### src/rtl/math_unit_seq.sv
// -----------------------------------------------------------------------------
// math_unit_seq
//
// Small sequential arithmetic unit with valid/ready handshakes on both sides.
// Add, subtract and pass-a complete in a single cycle; multiply (optional) is an
// unsigned shift-add that retires one multiplier bit per cycle.
//
// Build option:
//   MATH_UNIT_SEQ_MUL_EN  when defined, op=10 runs the iterative multiplier and
//                         the MUL state exists. When undefined, op=10 behaves
//                         exactly like pass-a and no multiplier logic is built.
//
// Parameters:
//   WIDTH      operand width in bits (4..32)
//
// Ports:
//   clk        rising-edge clock
//   rst_n      asynchronous active-low reset
//   in_valid   request present
//   in_ready   unit can accept a request (combinational from out_ready in DONE)
//   op         00 add, 01 sub, 10 mul, 11 pass-a
//   a, b       operands, captured on the acceptance edge
//   out_valid  result present
//   out_ready  consumer takes the result
//   result     low result word
//   result_hi  high product word (0 for non-mul operations)
//   flags      {carry, overflow, zero, negative}
// -----------------------------------------------------------------------------
module math_unit_seq #(
  parameter int WIDTH = 8
) (
  input  logic             clk,
  input  logic             rst_n,
  input  logic             in_valid,
  output logic             in_ready,
  input  logic [1:0]       op,
  input  logic [WIDTH-1:0] a,
  input  logic [WIDTH-1:0] b,
  output logic             out_valid,
  input  logic             out_ready,
  output logic [WIDTH-1:0] result,
  output logic [WIDTH-1:0] result_hi,
  output logic [3:0]       flags
);

  localparam logic [1:0] OP_ADD = 2'b00;
  localparam logic [1:0] OP_SUB = 2'b01;

`ifdef MATH_UNIT_SEQ_MUL_EN
  localparam logic [1:0] OP_MUL = 2'b10;
  localparam int         CNT_W  = $clog2(WIDTH);

  typedef enum logic [1:0] {
    IDLE = 2'd0,
    MUL  = 2'd1,
    DONE = 2'd2
  } state_e;
`else
  typedef enum logic [1:0] {
    IDLE = 2'd0,
    DONE = 2'd2
  } state_e;
`endif

  state_e           state_q;
  logic             outValid_q;
  logic [WIDTH-1:0] result_q;
  logic [WIDTH-1:0] resultHi_q;
  logic [3:0]       flags_q;

  logic             accept;
  logic [WIDTH-1:0] bOperand;
  logic [WIDTH:0]   addSum;
  logic [WIDTH-1:0] result_d;
  logic [3:0]       flags_d;

  // A finished result can be retired and replaced on the same edge, so the
  // unit is ready in DONE whenever the consumer is taking the current result.
  assign in_ready = (state_q == IDLE) || ((state_q == DONE) && out_ready);
  assign accept   = in_valid && in_ready;

  // Single-cycle datapath, evaluated on the live inputs so that the acceptance
  // edge captures the finished result directly.
  // Subtraction is a + ~b + 1; the carry-out is then "no borrow".
  always_comb begin
    bOperand = (op == OP_SUB) ? ~b : b;
    addSum   = {1'b0, a} + {1'b0, bOperand} + {{WIDTH{1'b0}}, (op == OP_SUB)};
    result_d = a;
    flags_d  = 4'b0000;
    if ((op == OP_ADD) || (op == OP_SUB)) begin
      result_d   = addSum[WIDTH-1:0];
      flags_d[3] = addSum[WIDTH];
      // Signed overflow: both addends share a sign that the sum does not.
      flags_d[2] = (a[WIDTH-1] == bOperand[WIDTH-1]) &&
                   (addSum[WIDTH-1] != a[WIDTH-1]);
    end
    flags_d[1] = (result_d == '0);
    flags_d[0] = result_d[WIDTH-1];
  end

`ifdef MATH_UNIT_SEQ_MUL_EN
  logic [WIDTH-1:0]   mcand_q;
  logic [2*WIDTH-1:0] accum_q;
  logic [CNT_W-1:0]   count_q;

  logic [WIDTH:0]     mulSum;
  logic [2*WIDTH-1:0] accum_d;
  logic [3:0]         mulFlags_d;

  // The accumulator holds {partial product, remaining multiplier bits}. Each
  // step conditionally adds the multiplicand into the upper half and shifts
  // the whole thing right by one; after WIDTH steps it holds the product.
  always_comb begin
    mulSum     = {1'b0, accum_q[2*WIDTH-1:WIDTH]} +
                 (accum_q[0] ? {1'b0, mcand_q} : {(WIDTH+1){1'b0}});
    accum_d    = {mulSum, accum_q[WIDTH-1:1]};
    mulFlags_d = {2'b00, (accum_d == '0), accum_d[2*WIDTH-1]};
  end
`endif

  // Control FSM with registered outputs. A new request always wins over the
  // per-state behaviour because acceptance is only possible in IDLE or in
  // DONE while the current result is being taken.
  always_ff @(posedge clk or negedge rst_n) begin
    if (!rst_n) begin
      state_q    <= IDLE;
      outValid_q <= 1'b0;
      result_q   <= '0;
      resultHi_q <= '0;
      flags_q    <= '0;
`ifdef MATH_UNIT_SEQ_MUL_EN
      mcand_q    <= '0;
      accum_q    <= '0;
      count_q    <= '0;
`endif
    end else if (accept) begin
`ifdef MATH_UNIT_SEQ_MUL_EN
      if (op == OP_MUL) begin
        state_q    <= MUL;
        outValid_q <= 1'b0;
        mcand_q    <= a;
        accum_q    <= {{WIDTH{1'b0}}, b};
        count_q    <= '0;
      end else
`endif
      begin
        state_q    <= DONE;
        outValid_q <= 1'b1;
        result_q   <= result_d;
        resultHi_q <= '0;
        flags_q    <= flags_d;
      end
    end else begin
      case (state_q)
`ifdef MATH_UNIT_SEQ_MUL_EN
        MUL: begin
          accum_q <= accum_d;
          count_q <= count_q + CNT_W'(1);
          if (count_q == CNT_W'(WIDTH-1)) begin
            state_q    <= DONE;
            outValid_q <= 1'b1;
            result_q   <= accum_d[WIDTH-1:0];
            resultHi_q <= accum_d[2*WIDTH-1:WIDTH];
            flags_q    <= mulFlags_d;
          end
        end
`endif
        DONE: begin
          if (out_ready) begin
            state_q    <= IDLE;
            outValid_q <= 1'b0;
          end
        end
        default: begin
        end
      endcase
    end
  end

  assign out_valid = outValid_q;
  assign result    = result_q;
  assign result_hi = resultHi_q;
  assign flags     = flags_q;

endmodule

### config.mk
export PLATFORM = sky130hd
export DESIGN_NAME = math_unit_seq
export DESIGN_NICKNAME = d
export VERILOG_FILES = /design/src/rtl/math_unit_seq.sv
export SDC_FILE = /design/constraint.sdc
export NUM_CORES = 1
export LEC_CHECK = 0
export ABC_AREA = 1
export CAP_MARGIN = 20
export CORE_MARGIN = 1
export CORE_UTILIZATION = 41
export CTS_BUF_LIST = sky130_fd_sc_hd__clkbuf_2
export DETAILED_ROUTE_END_ITERATION = 12
export GPL_ROUTABILITY_DRIVEN = 0
export PLACE_DENSITY_LB_ADDON = 0.12
export SYNTH_ARGS = -nofsm -noshare
export SYNTH_HDL_FRONTEND = slang
export SYNTH_SLANG_ARGS = --single-unit
### constraint.sdc
create_clock -name clk -period 1.2 [get_ports clk]
set_input_delay 0.24 -clock clk [delete_from_list [all_inputs] [get_ports clk]]
set_output_delay 0.24 -clock clk [all_outputs]
set_load 0.005 [all_outputs]
After elaboration in Yosys (flattened, before gate mapping)
Cells that the tools add are included.
Cells by class
  $add $sub $neg: 2
  equality and inequality tests: 4
  multiplexer cells: 9
  bitwise operators: 1
  reduce and logical (&&, ||, !) cells: 11
Operators with widths (number)
  $mux 8: 2
  $add 8x8->9: 1
  $add 9x1->9: 1
  $logic_not 8->1: 1
  $mux 2: 4
  $not 8->8: 1
  $logic_not 2->1: 2
  $reduce_bool 2->1: 2
  $logic_and 1x1->1: 3
  $mux 1: 3
  $eq 2x1->1 const B: 1
  $eq 2x2->1 const B: 1
  $logic_or 1x1->1: 2
  $reduce_and 2->1: 1
  $eq 1x1->1: 1
  $ne 1x1->1: 1
Word-level totals
  word-level logic and storage cells: 31
  input port bits: 22
  flip-flop bits (word level): 15
  output and inout bits: 22

Depth between registers and ports, before layout
Gate-level depths: netlist (run 1).
  depth in word-level cells: 7
  depth in mapped cells: 15
  gate-level depth less buffers: 14

Least setup slack after synthesis (run 1)
No wires, ideal clock.
  path kind: input to register
  start point: input port op[1]
  end point: register flags_q[1], in the netlist flags[1]
  required time: 1.125 ns
  buffers on the path: 1
  stages on the path: 14
  setup slack: -0.766 ns
  arrival: 1.890 ns
  cells stage by stage: buf_6 > inv_6 > nand2_4 > xnor2_1 > fa_1 > nor2_1 > nor2_2 > nor2_4 > nand2_1 > nor2_1 > nand3_1 > nor2_1 > nand3_1 > o21bai_2
On the way
  cells in the longest elaborated chain, start to end: 6
Ends and longest elaborated chain
  start: declaration: RTL line 36  | input logic [1:0] op,
  $eq 2x1->1: RTL line 86, 87, 90
  $mux 8: RTL line 86  | bOperand = (op == OP_SUB) ? ~b : b;
  $add 8x8->9: RTL line 87  | addSum = {1'b0, a} + {1'b0, bOperand} + {{WIDTH{1'b0}}, (op == OP_SUB)};
  $add 9x1->9: RTL line 87
  $mux 8 (*): RTL line 90  | if ((op == OP_ADD) || (op == OP_SUB)) begin
  $logic_not 8->1 (*): RTL line 97  | flags_d[1] = (result_d == '0);
  end signal: assignment: RTL line 151  | flags_q <= flags_d;
  end: declaration: RTL line 69  | logic [3:0] flags_q;
Every way passes the cells marked *; elsewhere a longest branch is shown, timed or not.
A chain may end at the register's enable or synchronous reset.

Worst setup path after layout (run 1)
Same ends and word-level chain as after synthesis.

==> results by group, run 1 <==
Timing
  – Setup Total Neg Slack: -3348 ps
  – Unrepaired setup endpoints after global routing: true
  – # setup viols final: 10
  – Tcrit/Tclk final: 138.1%
  – Final hold viol count: 0
  – Final slew viol count: 0
  – Fmax: 603.3 MHz
  – Post-layout minimum cycle time: 1658 ps
  – Worst setup margin: -457.6 ps
  – Skew final: 12.55 ps

Power
  – Switching power total: 0.6711 mW
  – Comb power frac: 60.7%
  – P_int: 1.107 mW
  – Switching Share: 37.75%
  – Sequential power share: 28.1%
  – Clock power frac: 11.3%
  – Leak: 1.055 nW
  – Max rail drop VDD: 0.7016 mV
  – PwrDens: 853.0 nW/um^2

Routing
  – Drt first-iter violations: 8
  – DR vias/cell: 4.904
  – DR WL/cell: 11.93 um
  – DRC errors left: 0
  – TritonRoute pass-1 iters: 4
  – DR vias: 1329
  – Routed WL: 3232 um
  – Routed Antenna Nets: 0

Setup path
  – Cell mode on critical path: nand2_2
  – Crit Path Class: input pin to flip-flop
  – Critical path's largest stage delay: 350 ps
  – Worst Path Max Fanout: 5
  – WP buf/inv: 3
  – Top Family by Delay on Critical Path: simple AND/OR/NAND/NOR gates
  – Worst EP required: 1360 ps
  – Crit end category: flip-flop
  – CP max-delay cell: ha_1
  – CP Data Arrival Time: 1820 ps
  – CP Cell Sequence: buf_8 > inv_8 > nand2_8 > buf_4 > xnor2_1 > ha_1 > nand2_1 > nand2_1 > a31oi_2 > nand2_2 > nand2_2 > nand3_2 > nand2_2 > o21bai_2
  – Worst setup SP type: input pin

Place
  – Post-DP HPWL: 2218 um
  – Cells after DPL: 247
  – IO buf count: 35
  – Setup WS pre-CTS: -1235 ps

Cells and area
  – Fillers: 167
  – Total Nets Final: 273
  – Post-route insts no fill: 271
  – Share of cells above drive strength 1: 46.89%
  – Number of diodes: 0
  – Multi-input logic area: 968.4 um^2
  – Area delta synth->final: 80.50%
  – Register area: 300.3 um^2

Floorplan
  – Core box area: 2567 um^2
  – DIE HEIGHT: 55.07 um
  – Die W: 55.07 um
  – Initial Util: 44.98%
  – IO Pins: 44
  – DIE AREA: 3033 um^2
  – Site row count: 18

Clock network
  – Clk_lat worst skew: 260 ps
  – Clk slew on worst S/H paths: 120 ps
  – Clock Sinks: 12
  – Num CTS Buffers: 3
  – Htree depth: 1
  – Root Buffer: clkbuf_2
  – TritonCTS clock tree: yes
  – Cts hold-fix bufs: 0
  – Clk buf depth: 2

Synthesis
  – Register area share after synthesis: 26.00%
  – Synthesized instance count: 165
  – Warnings, synthesis: 0
  – Syn Area/Cell: 6.999 um^2
  – Register bit count reported by yosys: 12
  – Cell Area, Synth: 1155 um^2
  – Library cells used by synthesis: 29

GRT
  – Initial antenna violation count: 0
  – Vias in the first global route: 1227
  – Largest net degree at the start of global routing: 13
  – GRT overflow: 0
  – Tot GR Track Use: 22.34%
  – First-pass GRT wire length: 4857 um

Worst hold path
  – Worst hold-check path type: input pin to asynchronous set/reset pin

Flow run
  – Total of max-cap violations: 0

Run status
  – Failing checks: setup timing
  – Status: finished, violations left
[worst paths after layout]
| path | depth (start not counted) | end | slack [ps] | start |
|---|---|---|---|---|
| hold reg to reg | 2 | result[0]$_DFFE_PN0P_ | 490 | result[0]$_DFFE_PN0P_ |
| min in group clk | 3 | flags[3]$_DFFE_PN0P_ | 350 | op[1] |
| setup / recovery | 14 | flags[1]$_DFFE_PN0P_ | -460 | op[1] |
| hold / removal | 2 | result[4]$_DFFE_PN0P_ | 260 | rst_n |
| max in group asynchronous | 2 | out_valid$_DFFE_PN0P_ | 780 | rst_n |
| setup reg to reg | 9 | flags[1]$_DFFE_PN0P_ | -80 | out_valid$_DFFE_PN0P_ |
[synth_stat cells, drive strengths merged]
cell type / count / area share [%]
a21oi: 3 / 1.3
a31oi: 4 / 2.2
and2: 1 / 0.54
buf: 11 / 8.1
clkbuf: 1 / 0.32
clkinv: 1 / 0.32
conb: 1 / 0.32
dfrtp: 12 / 26
fa: 1 / 1.7
ha: 8 / 8.7
inv: 21 / 7.3
nand2: 52 / 18
nand3: 15 / 6.5
nand3b: 1 / 0.65
nand4: 2 / 1.1
nor2: 13 / 5.7
nor3: 1 / 0.43
o21ai: 6 / 2.6
o21bai: 1 / 0.98
o31ai: 1 / 0.65
or2: 1 / 0.54
xnor2: 8 / 6.1
[power groups by stage]
stage / registers, mW / clock network, mW / logic, mW
after floorplan: 0.516 / 0 / 0.436
final: 0.499 / 0.200 / 1.08
after global routing: 0.507 / 0.230 / 1.19
after CTS: 0.498 / 0.206 / 0.859
after detailed placement: 0.512 / 0 / 0.801
after global placement: 0.509 / 0 / 0.783
[through the flow]
step	utilization [%]	instance area, um^2	hold slack [ps]	power [mW]
after detailed placement	65.35	1678	472.4	1.313
after floorplan	-	1231	-55.59	0.9525
after global placement	65.35	1678	464.0	1.292
final	81.19	2085	258.9	1.778
after global routing	81.19	2085	274.3	1.929
after CTS	71.00	1823	249.6	1.563
[registers in the layout (all words and copies together), names as in the netlist]
signal	flops
out_valid	1
flags	4
result	7
[final cells by class]
class | instances | area share (%)
clock buffer | 3 | 0.7203
clock inverter | 1 | 0.1801
inverter | 22 | 4.502
multi-input combinational | 126 | 46.46
sequential | 12 | 14.41
tap | 30 | 1.801
timing repair buffer | 77 | 31.93
[layout by cell type (no fill, tap or decap), types with 3 or more instances in the layout]
master / instances
buf_4: 38
nand2_1: 34
nand2_2: 15
dfrtp_1: 12
inv_2: 10
inv_1: 10
clkdlybuf4s15_1: 9
nor2_1: 8
conb_1: 8
dlygate4sd2_1: 8
clkdlybuf4s50_1: 8
nand3_1: 7
nand3_2: 7
ha_1: 5
clkbuf_2: 5
buf_6: 5
xnor2_4: 4
xnor2_1: 3
nor2_2: 3
o21ai_1: 3
a21oi_2: 3
ha_4: 3
dlymetal6s2s_1: 3
[per-layer routing]
metal  vias to the layer above  track usage, %  part of all wire (%)
met5                         -               0                     0
met4                         0           9.583                   2.6
met3                        10           1.913                   3.3
met2                        40           44.98                    56
met1                       618           22.89                    38
li1                        661               -                     -
[cells by family after synthesis]
group	count (synthesis)	share of synthesized area, %
simple gates	86	33.48
buf+inv	34	16.03
compound gates	15	7.692
flops	12	26.00
fa+ha+maj	9	10.40
xor+xnor	8	6.067
other cells	1	0.3247
[repair_timing]
item	CTS	global route
setup buffers	10	10
endpoints found under the setup margin	25	23
pin swaps	23	35
resized for setup	69	52
Power figures use the tool's default switching activity.
==> inputs of run 2 (changes only) <==
--- a/config.mk
+++ b/config.mk
@@ -8,7 +8,7 @@
 export ABC_AREA = 1
 export CAP_MARGIN = 20
 export CORE_MARGIN = 1
-export CORE_UTILIZATION = 41
+export CORE_UTILIZATION = 40
 export CTS_BUF_LIST = sky130_fd_sc_hd__clkbuf_2
 export DETAILED_ROUTE_END_ITERATION = 12
 export GPL_ROUTABILITY_DRIVEN = 0
==> constraint.sdc (replaced) <==
create_clock -name clk -period 1.2 [get_ports clk]
set_input_delay 0.24 -clock clk [delete_from_list [all_inputs] [get_ports clk]]
set_output_delay 0.24 -clock clk [all_outputs]
set_load 0.02 [all_outputs]
==> results by group, run 2 (synthesis results as in run 1) <==
Timing
  – Final hold viol count: 0 (unchanged)
  – # setup viols final: 10 (unchanged)
  – Skew final: 12.95 ps (+0.4000 ps)
  – Tcrit/Tclk final: 140.4% (+2.2 points)
  – Unrepaired setup endpoints after global routing: true
  – Worst setup margin: -484.4 ps (-26.83 ps)
  – Post-layout minimum cycle time: 1684 ps (+26.83 ps)
  – Setup Total Neg Slack: -3226 ps (+122.9 ps)
  – Worst Hold Slack: 258.5 ps (-0.4150 ps)
  – Fmax: 593.7 MHz (-1.6%)
  – Final slew viol count: 0 (unchanged)

Place
  – Placed Area: 1704 um^2 (+1.6%)
  – IO buf count: 35 (unchanged)
  – Post-DP HPWL: 2335 um (+5.3%)

Setup path
  – CP max-delay cell: ha_4
  – Top Family by Delay on Critical Path: simple AND/OR/NAND/NOR gates
  – WP buf/inv: 3 (unchanged)
  – Critical path's largest stage delay: 240 ps (-110 ps)
  – CP Cell Sequence: buf_8 > inv_8 > nand2_8 > buf_6 > xnor2_4 > ha_4 > nand2_1 > nand2_1 > a31oi_4 > nand2_4 > nand2_2 > nand3_2 > nand2_1 > o21bai_2
  – Crit end category: flip-flop
  – R2r setup slk: -130 ps (-50 ps)
  – Worst Path Max Fanout: 5 (unchanged)
  – Cell mode on critical path: nand2_1
  – Worst setup SP type: input pin
  – Worst EP required: 1360 ps (about the same)
  – Crit Path Class: input pin to flip-flop
  – CP Data Arrival Time: 1840 ps (+20 ps)

Clock network
  – Clk slew on worst S/H paths: 120 ps (about the same)
  – Clk buf depth: 2 (unchanged)
  – Clock Sinks: 12 (unchanged)
  – Root Buffer: clkbuf_2
  – Htree depth: 1 (unchanged)
  – Num CTS Buffers: 3 (unchanged)
  – Clk_lat worst skew: 260 ps (about the same)
  – TritonCTS clock tree: yes

Cells and area
  – Most frequent cells in the layout: nand2_1 (38), buf_4 (26), inv_1 (13)
  – Max reg flops: 7 (unchanged)
  – Commonest non-fill, non-tap cell in the layout: nand2_1
  – Fillers: 224 (+34%)
  – Register area: 300.3 um^2 (unchanged)
  – Area delta synth->final: 72.81%
  – Total Nets Final: 260 (-4.8%)
  – Final Util: 73.00% (-8.2 points)
  – Multi-input logic area: 1033 um^2 (+6.7%)
  – Number of diodes: 0 (unchanged)
  – Design area: 1996 um^2 (-4.3%)
  – Share of cells above drive strength 1: 47.81% (+0.92 points)

Routing
  – DRC errors left: 0 (unchanged)
  – TritonRoute pass-1 iters: 4 (unchanged)
  – DR WL/cell: 12.64 um (+6.0%)
  – Routed WL: 3274 um (+1.3%)
  – Drt first-iter violations: 25 (+17)
  – Routed Antenna Nets: 0 (unchanged)
  – DR vias/cell: 4.896 (-0.17%)
  – DR vias: 1268 (-4.6%)

Power
  – Max rail drop VDD: 0.9756 mV (+39%)
  – Total power: 1.844 mW (+3.7%)
  – Leak: 0.9953 nW (-5.7%)
  – PwrDens: 924.2 nW/um^2 (+8.3%)

Floorplan
  – Initial Util: 42.24% (-2.7 points)
  – DIE HEIGHT: 55.73 um (+1.2%)
  – Site row count: 19 (+1)
  – Die W: 55.73 um (+1.2%)
  – IO Pins: 44 (unchanged)
  – Core box area: 2734 um^2 (+6.5%)
  – DIE AREA: 3106 um^2 (+2.4%)

Run status
  – Failing checks: setup timing
  – Status: finished, violations left

GRT
  – Tot GR Track Use: 19.98% (-2.4 points)
  – Vias in the first global route: 1247 (+1.6%)
  – Initial antenna violation count: 0 (unchanged)
  – GRT overflow: 0 (unchanged)
  – First-pass GRT wire length: 5106 um (+5.1%)
  – Largest net degree at the start of global routing: 13 (unchanged)

Worst hold path
  – Worst hold-check path type: input pin to asynchronous set/reset pin

Flow run
  – Total of max-cap violations: 0 (unchanged)
==> run 2: cell count changes in the layout (fill, tap and decap cells not counted), moves of 4 or more <==
cell             delta
buf_4              -12
nand2_2             -4
clkbuf_2            +4
nand2_1             +4
clkdlybuf4s15_1     -9
buf_2               +6
==> run 2: what timing repair did <==
| action | CTS | global route |
|---|---|---|
| gates resized for setup | 98 | 40 |
| pin swaps | 32 | 31 |
| hold buffers | 0 | 0 |
| setup buffers | 1 | 3 |
| setup endpoints to repair | 25 | 23 |
| hold endpoints to repair | 0 | 0 |
==> run 2: layout make-up <==
cell class	instances	area share, %
multi-input combinational	126	51.79
timing repair buffer	64	25.77
sequential	12	15.05
inverter	22	4.514
tap	31	1.944
clock buffer	3	0.7524
clock inverter	1	0.1881
==> run 2: path summary, 6_finish.rpt <==
check,from,endpoint,cells after the start
max in group asynchronous,rst_n,result[4]$_DFFE_PN0P_,2
hold reg to reg,result[2]$_DFFE_PN0P_,result[2]$_DFFE_PN0P_,2
min in group clk,op[1],flags[3]$_DFFE_PN0P_,3
hold / removal,rst_n,flags[1]$_DFFE_PN0P_,2
setup / recovery,op[1],flags[1]$_DFFE_PN0P_,14
setup reg to reg,out_valid$_DFFE_PN0P_,flags[1]$_DFFE_PN0P_,9
==> run 2: metrics by stage <==
step,cells,worst slack (ps)
6_report,259,-484.4
5_1_grt,259,-560.0
4_1_cts,256,-538.0
3_5_place_dp,251,-1247
3_3_place_gp,251,-1193
2_1_floorplan,172,-632.1
==> run 2: metal layers <==
layer  part of all wire [%]  vias to the layer above  GRT usage [%]
met5                      0                        -              0
met4                    3.6                        0          8.571
met3                    4.0                       10          1.395
met2                     54                       40          38.73
met1                     38                      589          22.04
li1                       -                      629              -
==> run 2: where the power goes <==
part / switching, mW / internal (mW)
Clock: 0.128 / 0.0725
Combinational: 0.612 / 0.525
Sequential: 0.0383 / 0.468
==> inputs of run 3 (changes only) <==
==> config.mk (replaced) <==
export PLATFORM = sky130hd
export DESIGN_NAME = math_unit_seq
export DESIGN_NICKNAME = d
export VERILOG_FILES = /design/src/rtl/math_unit_seq.sv
export SDC_FILE = /design/constraint.sdc
export NUM_CORES = 1
export LEC_CHECK = 0
export CAP_MARGIN = 20
export CORE_MARGIN = 1
export CORE_UTILIZATION = 39
export CTS_BUF_LIST = sky130_fd_sc_hd__clkbuf_2
export DETAILED_ROUTE_END_ITERATION = 12
export GPL_ROUTABILITY_DRIVEN = 0
export PLACE_DENSITY = 0.75
export SYNTH_ARGS = -nofsm -noshare
export SYNTH_HDL_FRONTEND = slang
export SYNTH_SLANG_ARGS = --single-unit
==> results by group, run 3 <==
Run status
  – Status: finished, violations left
  – Failing checks: setup timing

Setup path
  – Top Family by Delay on Critical Path: compound AO/OA/AOI/OAI gates
  – CP Data Arrival Time: 2280 ps (+440 ps)
  – Crit end category: flip-flop
  – Cell depth of the worst setup path: 10 (-4)
  – Critical path's largest stage delay: 320 ps (+80 ps)
  – WP buf/inv: 1 (-2)
  – Worst Path Max Fanout: 4 (-1)
  – Reg2reg path depth: 5 (-4)
  – Worst EP required: 1360 ps (about the same)
  – Worst setup SP type: input pin
  – CP Cell Sequence: buf_8 > nand2b_4 > xnor2_2 > ha_1 > o21a_1 > o22ai_4 > xor2_2 > a21o_1 > nand3_1 > o41ai_2
  – CP max-delay cell: o41ai_2
  – R2r setup slk: -20 ps (+110 ps)
  – Crit Path Class: input pin to flip-flop

Power
  – P_int: 1.161 mW (+8.9%)
  – Sequential power share: 27.2% (-0.3 points)
  – Switching Share: 39.39% (-2.8 points)
  – Max rail drop VDD: 0.7844 mV (-20%)
  – Leak: 0.9031 nW (-9.3%)
  – PwrDens: 1031 nW/um^2 (+12%)
  – Switching power total: 0.7544 mW (-3.1%)
  – Comb power frac: 63.0% (+1.3 points)
  – Clock power frac: 9.7% (-1.2 points)

Place
  – Post-DP HPWL: 2088 um (-11%)
  – Setup WS pre-CTS: -1473 ps (-225.6 ps)
  – IO buf count: 35 (unchanged)
  – Placed Area: 1594 um^2 (-6.5%)

Routing
  – DR WL/cell: 15.21 um (+20%)
  – DR vias/cell: 5.005 (+2.2%)
  – Drt first-iter violations: 20 (-20%)
  – DRC errors left: 0 (unchanged)
  – TritonRoute pass-1 iters: 4 (unchanged)
  – Routed Antenna Nets: 0 (unchanged)
  – DR vias: 1076 (-15%)
  – Routed WL: 3270 um (-0.12%)

GRT
  – GRT overflow: 0 (unchanged)
  – Grt peak-use layer: met2
  – Routing usage on met3: 2.586% (+1.2 points)
  – M1 GR Usage: 23.41% (+1.4 points)
  – Vias in the first global route: 1096 (-12%)
  – First-pass GRT wire length: 4705 um (-7.9%)
  – Tot GR Track Use: 23.44% (+3.5 points)
  – GR Util met2: 48.33% (+9.6 points)
  – Largest net degree at the start of global routing: 20 (+7)
  – Initial antenna violation count: 0 (unchanged)

Synthesis
  – Top cell type's share of synthesized area: 29.02% (+3.0 points)
  – Ranking of synthesized cells by instance count: nand2_1 (14), dfrtp_1 (12), xnor2_1 (12)
  – Synth top area cells: dfrtp_1 (29%), xnor2_1 (10%), ha_1 (9.7%), buf_4 (7.3%), nand2_1 (5.1%)
  – Post-synth EDFFs: 0 (unchanged)
  – Leading area contributor after synthesis: dfrtp_1
  – Register area share after synthesis: 29.02% (+3.0 points)
  – Syn Area/Cell: 9.077 um^2 (+30%)
  – Cell Area, Synth: 1035 um^2 (-10%)
  – Library cells used by synthesis: 32 (+10%)
  – Warnings, synthesis: 0 (unchanged)
  – Ys flop type: dfrtp_1
  – Async SR Flop Fraction: 100.0% (unchanged)
  – Synthesized instance count: 114 (-31%)
  – Register bit count reported by yosys: 12 (unchanged)
  – Most instantiated library cell after synthesis: nand2_1

Clock network
  – Htree depth: 1 (unchanged)
  – TritonCTS clock tree: yes
  – Clk_lat worst skew: 250 ps (about the same)
  – Clk slew on worst S/H paths: 110 ps (about the same)
  – Clock Sinks: 12 (unchanged)
  – Clk buf depth: 2 (unchanged)
  – Root Buffer: clkbuf_2
  – Num CTS Buffers: 3 (unchanged)

Floorplan
  – Core box area: 2500 um^2 (-8.6%)
  – DIE HEIGHT: 53.51 um (-4.0%)
  – Site row count: 18 (-1)
  – DIE AREA: 2863 um^2 (-7.8%)
  – IO Pins: 44 (unchanged)
  – Die W: 53.51 um (-4.0%)
  – Initial Util: 41.39% (-0.85 points)

Cells and area
  – Commonest non-fill, non-tap cell in the layout: buf_4
  – Number of diodes: 0 (unchanged)
  – Total Nets Final: 218 (-16%)
  – Area delta synth->final: 79.44%
  – Max reg flops: 7 (unchanged)
  – Most frequent cells in the layout: buf_4 (34), dfrtp_1 (12), nand2_1 (11), clkbuf_2 (11)
  – Share of cells above drive strength 1: 51.35% (+3.5 points)
  – Design area: 1857 um^2 (-7.0%)

Timing
  – Final slew viol count: 0 (unchanged)
  – Final hold viol count: 0 (unchanged)
  – Skew final: 5.812 ps (-7.140 ps)
  – Unrepaired setup endpoints after global routing: true
  – Worst setup margin: -911.4 ps (-427.0 ps)
  – Post-layout minimum cycle time: 2111 ps (+427.0 ps)
  – Tcrit/Tclk final: 175.9% (+36 points)
  – Fmax: 473.6 MHz (-20%)
  – # setup viols final: 10 (unchanged)

Flow run
  – Total of max-cap violations: 0 (unchanged)

Worst hold path
  – Worst hold-check path type: input pin to asynchronous set/reset pin
-- run 3: cell types whose count changed after synthesis, moves of 3 or more --
cell	before	now
nand2_1	49	14
inv_1	20	1
nand3_1	15	1
nor2_1	10	5
a21oi_1	3	7
a31oi_1	4	0
mux2_2	0	4
xnor2_1	8	12
xor2_1	0	4
nand2b_1	0	3
o21ai_0	6	9
-- run 3: logic make-up (layout without fill, tap and decap cells) --
| group | count (synthesis) | in the layout | synth area share [%] |
|---|---|---|---|
| compound gates | 30 | 30 | 19.83 |
| xor+xnor | 16 | 16 | 13.54 |
| fa+ha+maj | 9 | 9 | 11.61 |
| buf+inv | 14 | 78 | 8.706 |
| flops | 12 | 12 | 29.02 |
| mux | 5 | 5 | 5.320 |
| other cells | 1 | 8 | 0.3624 |
| simple gates | 27 | 27 | 11.61 |
-- run 3: per-layer routing --
metal / part of all wire, % / vias up / routed length, um
met5: 0 / - / 0
li1: - / 522 / -
met2: 58 / 40 / 1908
met3: 4.3 / 6 / 139
met4: 1.3 / 0 / 42
met1: 36 / 508 / 1180
-- run 3: final cells by class --
class	count	area, um^2
clock buffer	3	15.01
multi-input combinational	95	887.1
tap	30	37.54
timing repair buffer	74	613.1
fill	191	643.1
inverter	1	3.754
sequential	12	300.3
-- run 3: power by group through the flow --
stage	clock (mW)	sequential, mW	combinational, mW
2_1_floorplan	0	0.618	0.463
6_report	0.187	0.522	1.21
3_5_place_dp	0	0.532	0.972
3_3_place_gp	0	0.523	0.947
5_1_grt	0.212	0.528	1.29
4_1_cts	0.195	0.524	1.11
-- run 3: metrics by stage --
stage | TNS (ps) | util [%] | std cells | total power, mW | hold WS (ps)
2_1_floorplan | -8443 | - | 121 | 1.081 | -55.59
3_3_place_gp | -12800 | 63.76 | 198 | 1.470 | 461.0
3_5_place_dp | -13560 | 63.76 | 198 | 1.504 | 476.3
4_1_cts | -5896 | 73.22 | 211 | 1.827 | 261.6
5_1_grt | -7440 | 74.27 | 215 | 2.026 | 270.1
6_report | -7188 | 74.27 | 215 | 1.915 | 269.6
-- run 3: timing repair --
action / in CTS / in global routing
gates resized for setup: 98 / 18
pin swaps: 29 / 11
hold buffers: 0 / 0
setup endpoints to repair: 24 / 23
setup buffers: 11 / 4
-- run 3: final timing paths --
kind	from	endpoint
setup / recovery	op[1]	flags[1]$_DFFE_PN0P_
hold / removal	rst_n	result[5]$_DFFE_PN0P_
setup reg to reg	out_valid$_DFFE_PN0P_	flags[1]$_DFFE_PN0P_
hold reg to reg	result[1]$_DFFE_PN0P_	result[1]$_DFFE_PN0P_
max in group asynchronous	rst_n	flags[3]$_DFFE_PN0P_
min in group clk	out_ready	out_valid$_DFFE_PN0P_
-- run 3: worst reg2reg max path, cell delays in order, from the launching register on --
cell	delay (ps)
dfrtp_1	420
nand2b_4	110
nand2_4	70
nor2_1	110
nand3_1	100
o41ai_2	320
